<file path="src/rtl/serial_seq_tx.sv">
// Serializes a WIDTH-bit word MSB first, repeated rep times with a one-cycle gap
// between repetitions, and counts "100" patterns in the emitted valid bits.
//
// state | meaning
// IDLE  | waiting for load; ready=1, line quiet
// SHIFT | presenting one bit of the captured word per cycle
// GAP   | one quiet cycle between repetitions
module serial_seq_tx #(
    parameter int WIDTH = 8
) (
    input  logic             clk,
    input  logic             reset,
    input  logic             load,
    input  logic [WIDTH-1:0] data_in,
    input  logic [3:0]       rep,
    output logic             ready,
    output logic             bit_out,
    output logic             bit_valid,
    output logic             done,
    output logic [7:0]       det_cnt
);

    localparam int IDX_W = $clog2(WIDTH);
    localparam logic [IDX_W-1:0] IDX_TOP = IDX_W'(WIDTH - 1);

    typedef enum logic [1:0] {
        IDLE  = 2'd0,
        SHIFT = 2'd1,
        GAP   = 2'd2
    } state_t;

    state_t           state;
    logic [WIDTH-1:0] word;
    logic [IDX_W-1:0] idx;
    logic [3:0]       remaining;
    logic [1:0]       hist;

    always_ff @(posedge clk or posedge reset) begin
        if (reset) begin
            state     <= IDLE;
            word      <= '0;
            idx       <= '0;
            remaining <= '0;
            hist      <= '0;
            det_cnt   <= '0;
            ready     <= 1'b1;
            bit_out   <= 1'b0;
            bit_valid <= 1'b0;
            done      <= 1'b0;
        end else begin
            done <= 1'b0;

            // Only valid bits feed the history, so a match may straddle a GAP.
            if (bit_valid) begin
                hist <= {hist[0], bit_out};
                if ({hist, bit_out} == 3'b100) begin
                    det_cnt <= det_cnt + 8'd1;
                end
            end

            case (state)
                IDLE: begin
                    if (load && ready) begin
                        word      <= data_in;
                        remaining <= (rep == 4'd0) ? 4'd1 : rep;
                        det_cnt   <= '0;
                        hist      <= '0;
                        ready     <= 1'b0;
                        bit_valid <= 1'b1;
                        bit_out   <= data_in[WIDTH-1];
                        idx       <= IDX_TOP;
                        state     <= SHIFT;
                    end
                end

                SHIFT: begin
                    if (idx != '0) begin
                        idx     <= idx - 1'b1;
                        bit_out <= word[idx - 1'b1];
                    end else if (remaining > 4'd1) begin
                        remaining <= remaining - 4'd1;
                        bit_valid <= 1'b0;
                        bit_out   <= 1'b0;
                        state     <= GAP;
                    end else begin
                        ready     <= 1'b1;
                        bit_valid <= 1'b0;
                        bit_out   <= 1'b0;
                        done      <= 1'b1;
                        state     <= IDLE;
                    end
                end

                GAP: begin
                    bit_valid <= 1'b1;
                    bit_out   <= word[WIDTH-1];
                    idx       <= IDX_TOP;
                    state     <= SHIFT;
                end

                default: begin
                    ready     <= 1'b1;
                    bit_valid <= 1'b0;
                    bit_out   <= 1'b0;
                    state     <= IDLE;
                end
            endcase
        end
    end

endmodule

</file>
<file path="config.mk">
export PLATFORM = sky130hd
export DESIGN_NAME = serial_seq_tx
export DESIGN_NICKNAME = d
export VERILOG_FILES = /design/src/rtl/serial_seq_tx.sv
export SDC_FILE = /design/constraint.sdc
export NUM_CORES = 1
export LEC_CHECK = 0
export CAP_MARGIN = 20
export CORE_MARGIN = 10
export CORE_UTILIZATION = 55
export CTS_CLUSTER_DIAMETER = 80
export DETAILED_ROUTE_END_ITERATION = 16
export DONT_BUFFER_PORTS = 1
export HOLD_SLACK_MARGIN = 0.03
export PLACE_DENSITY = 0.66
export SETUP_SLACK_MARGIN = 0.02
export SLEW_MARGIN = 20
export SYNTH_ARGS = -nofsm -noshare
export SYNTH_HDL_FRONTEND = slang
export SYNTH_SLANG_ARGS = --single-unit
</file>
<file path="constraint.sdc">
create_clock -name clk -period 2.85 [get_ports clk]
set_clock_uncertainty 0.1 [all_clocks]
set_input_delay 0.4275 -clock clk [delete_from_list [all_inputs] [get_ports clk]]
set_output_delay 0.4275 -clock clk [all_outputs]
set_load 0.03 [all_outputs]
</file>
==> Word level (Yosys, flattened, before mapping) <==
Index checks and enable logic that the tools add are counted.
{ "classes": {"addsub": 3, "magnitude_cmp": 2, "eq_ne": 8, "mux": 34, "bitwise_logic": 1, "reduce_logical": 11} }
{ "ops": {"columns": ["op", "count"], "rows": [
  ["$mux 8", 4],
  ["$mux 4", 4],
  ["$mux 2", 6],
  ["$mux 1", 11],
  ["$ne 2x2->1 const B", 5],
  ["$pmux 1 s3", 3],
  ["$pmux 3 s3", 1],
  ["$add 8x1->8 const B", 1],
  ["$pmux 4 s2", 1],
  ["$reduce_and 4->1", 2],
  ["$mux 3", 2],
  ["$pmux 2 s3", 1],
  ["$reduce_bool 3->1", 2],
  ["$gt 4x1->1 const B", 1],
  ["$logic_not 4->1", 1],
  ["$lt 3x4->1 const B", 1],
  ["$reduce_and 2->1", 2],
  ["$sub 4x1->4 const B", 1],
  ["$bmux 1 s3", 1],
  ["$eq 3x3->1 const B", 1],
  ["$reduce_and 3->1", 1],
  ["$sub 3x1->3 const B", 1],
  ["$eq 2x1->1 const B", 1],
  ["$eq 2x2->1 const B", 1],
  ["4 further kinds", 4]
]} }
{ "totals": {"reg_bits": 31, "in_bits": 15, "output_inout_bits": 12, "word_cells": 69} }

==> Logic depth before layout (Yosys ltp) <==
{ "depth": {"word_depth": 5, "depth_mapped": 7} }

==> Worst setup path after synthesis <==
No wires, ideal clock.
{ "synth_path": {"kind": "register to register", "start": "register idx[0]", "end": "register bit_out", "arrival_ns": 1.858, "required_ns": 2.629, "slack_ns": 0.771, "stages_incl_launch_ff": 7, "cell_sequence": "dfrtp_1 inv_1 ha_1 ha_1 mux4_1 mux2_2 a22o_1"} }
{ "synth_via": {"elab_chain_cells": 5, "word_cells_on_any_way": 6, "cone_classes": "1 x add/sub; 4 x mux; 1 x reduce/logical"} }
{ "synth_lines": {"columns": ["element", "line", "rtl"], "rows": [
  ["start, declared", "34", "logic [IDX_W-1:0] idx;"],
  ["start signal, assigned", "78", "idx <= idx - 1'b1;"],
  ["$sub 3x1->3", "79", "bit_out <= word[idx - 1'b1];"],
  ["$bmux 1 s3", "79", null],
  ["$mux 1 (implied by the code)", "79", null],
  ["$mux 1 (*)", "77", "if (idx != '0) begin"],
  ["$pmux 1 s3 (*)", "61", "case (state)"],
  ["end signal, assigned", "70", "bit_out <= data_in[WIDTH-1];"],
  ["end signal, assigned", "79", null],
  ["end signal, assigned", "96", "bit_out <= word[WIDTH-1];"],
  ["end, declared", "17", "output logic bit_out,"]
]} }
Every way passes the cells marked *; elsewhere a longest branch is shown, timed or not. The select of a mux whose other input is x is not followed.
A chain may end at the register's enable or synchronous reset.

==> Worst setup path after layout <==
Same ends and word-level chain as after synthesis.

==> results.tsv <==
stage	metric	value	unit
status	status	finished, final reports clean	
worst_setup_path	crit_top_cell	ha_1	
worst_setup_path	cp_max_fo	4	
timing	min_period_over_period	77.23	%
routing	viasPerCell	5.790	
finish	final_nets	164	
worst_setup_path	path_cells	inv_1 -> ha_1 -> ha_1 -> mux4_1 -> mux2_2 -> a22o_1	
pwr	p_int	1.083	mW
die	dieArea	5301	um2
clock_tree	clk_latency	0.33	ns
grt	grt_overflow_total	0	
die	coreArea	2710	um2
pwr	power_density	1036	nW/um2
pwr	peakVddDrop	683.1	uV
finish	num-fill-cells	233	
logic_synthesis	syn_nets	159	
die	die_w	72.81	um
grt	grt_max_degree	31	
timing	worst_slew_pin_slew	0.6983	ns
routing	drt_wl_total	2848	um
clock_tree	cts_sinks	31	
logic_synthesis	synth-seq-cells	31	
logic_synthesis	yosysSeqAreaShare	50.65	%
placed_design	globalplace.congestion	0.7541	
logic_synthesis	synth-adder-area-share	4.078	%
worst_setup_path	max_stage_delay	0.56	ns
logic_synthesis	muxShareOfSynthArea	12.64	%
logic_synthesis	dominantRegCellSynth	dfrtp_1	
timing	finalSetupViolCount	0	
grt	grt_antenna_before_repair	0	
worst_setup_path	endpoint_kind	flop	
worst_setup_path	cp.required	2.98	ns
clock_tree	max-clock-path-buffers	2	
routing	vias	1019	
die	num_rows	19	
run	cap_violations	0	
pwr	seq_power_share	47.6	%
worst_setup_path	crit_family	multiplexers	
timing	tns	0	ns
placed_design	port_buffers	0	
pwr	pwr-share-comb	31.5	%
logic_synthesis	synth-edff-count	0	
finish	seqCellArea	777.0	um2
timing	setup_ws	0.6490	ns
routing	dr.first_iter.drc_count	68	
logic_synthesis	synthArstFlopShare	100.0	%
timing	max_freq	0.4543	GHz
clock_tree	postCtsSetupBuffers	0	
clock_tree	cts_buffers	5	
grt	grt_pass1_vias	1061	
clock_tree	cts_tree	yes	
logic_synthesis	syn_inst	139	
logic_synthesis	synth_top_area_share	48.94	%
finish	multi_input_area	694.4	um2
finish	diodes	0	
logic_synthesis	syn_area	1534	um2
finish	drive_above_1_share	15.86	%
logic_synthesis	ys_types	33	
placed_design	dpl.hpwl	2155	um
die	die_y	72.81	um
logic_synthesis	synth_top_area_cell	dfrtp_1	
clock_tree	path_clk_slew	0.10	ns
grt	grt_pass1_wl	4871	um
logic_synthesis	synth_top_family_by_area	simple AND/OR/NAND/NOR gates	
pwr	p_switching	0.6345	mW
routing	ant_nets	0	
logic_synthesis	synth_area_per_cell	11.04	um2
logic_synthesis	yosys.area_share.simple	13.05	%
worst_setup_path	cp.arrival	2.33	ns
timing	max_slew_margin	53.30	%
routing	drc	0	
placed_design	dpl_worst_slack	0.6665	ns
routing	drt_first_pass_iters	4	
worst_setup_path	cp.buffers_inverters	1	
worst_hold_path	hold_class	input pin to flop	
timing	maxSlewViolCount	0	
worst_setup_path	crit_type	flop to flop	
clock_tree	clock-root-buffer	clkbuf_4	
routing	wire_per_inst	16.18	um
pwr	sw_frac_of_total	36.94	%
timing	fin_crit	2.201	ns
clock_tree	cts_max_level	2	
pwr	power_frac_clock	20.9	%
logic_synthesis	synth_area_leaders	dfrtp_1 (49%), mux2_2 (6.6%), nor2_1 (4.4%), ha_1 (4.1%), mux4_1 (3.4%)	
pwr	leakage	0.8009	nW
logic_synthesis	synth_xor_area_share	3.997	%
worst_setup_path	start_kind	flop	
finish	syn2layout_area_growth	8.157	%
die	ios	27	
worst_setup_path	cp_slowest_cell	mux4_1	
grt	grt.total_usage	11.82	%
logic_synthesis	synth_compound_area_share	11.50	%
die	start_util	56.60	%
timing	rsz0062_at_grt	false	
logic_synthesis	yosysWarnings	0	
timing	hold_viol_final	0	
[registers in the layout, indices dropped and copies added (netlist names)]
name	cells
hist	2
det_cnt	8
ready	1
bit_valid	1
state	2
word	8
remaining	4
bit_out	1
done	1
idx	3
[path summary, 6_finish.rpt]
check                      slack, ns  cells after the start       start       to
max                             0.65                      6      idx[0]  bit_out
min                             0.14                      1  data_in[7]  word[7]
max reg2reg                     0.65                      6      idx[0]  bit_out
min reg2reg                     0.41                      1      idx[0]   idx[0]
max in group asynchronous       1.81                      3       reset    ready
min in group asynchronous       0.26                      2       reset     done
[repair_timing]
item	CTS	global route
hold buffers	1	0
hold endpoints to repair	30	0
gates resized for setup	0	0
[logic make-up (layout without fill, tap and decap cells)]
logic type | Yosys count | in the layout
AND/OR/NAND/NOR | 40 | 40
buffers and inverters | 15 | 21
adder cells (fa/ha/maj) | 5 | 5
flip-flops | 31 | 31
AO/OA/AOI/OAI | 26 | 26
multiplexers | 15 | 15
XOR/XNOR | 7 | 7
[Yosys cell counts (all sizes together) (4+ instances only)]
cell / number
mux2i: 4
a21oi: 7
buf: 5
ha: 5
nand4: 4
nor2: 18
xor2: 6
o21ai: 7
dfrtp: 30
mux2: 9
nand2: 8
inv: 10
[placed cells by master (no fill, tap or decap), drive strengths merged, types with 2 or more instances in the layout]
master	count
a22o	2
mux2	9
ha	5
mux2i	4
nand4	4
o21ai	7
a22oi	2
dfrtp	30
a21oi	7
nor2	18
nor3	3
o2bb2ai	2
xor2	6
mux4	2
and3	2
nand2	8
clkbuf	6
inv	10
buf	2
[power by group through the flow]
stage	combinational, mW	sequential (mW)	clock [mW]
after floorplan	0.473	0.769	0
after global routing	0.611	0.847	0.390
final	0.541	0.818	0.359
after global placement	0.513	0.820	0
after CTS	0.547	0.820	0.369
after detailed placement	0.542	0.831	0
[per-stage QoR]
step                hold WS, ns  power [mW]  instance area [um2]  util [%]  cells
finish                   0.1410       1.718                 1659     61.22    176
global route             0.1042       1.849                 1659     61.22    176
CTS                      0.1278       1.736                 1659     61.22    176
detailed placement      0.06759       1.373                 1563     57.66    167
global placement        0.06738       1.333                 1563     57.66    167
floorplan                0.3693       1.242                 1534         -    139
[layout make-up]
| class | count | share of cell area [%] |
|---|---|---|
| repair buffers | 3 | 1.508 |
| clock buffers | 6 | 3.092 |
| flip-flops and latches | 31 | 46.83 |
| well taps | 31 | 2.338 |
| multi-input cells | 93 | 41.86 |
| inverters | 10 | 2.262 |
| clock inverters | 2 | 2.112 |
[routing by layer]
metal / wire [um] / vias up / track usage, %
met3: 262 / 2 / 6.667
met5: 0 / - / 0
met4: 13 / 0 / 4.430
met2: 1378 / 26 / 18.30
met1: 1192 / 490 / 13.24
li1: - / 501 / -
Power figures use the tool's default switching activity.
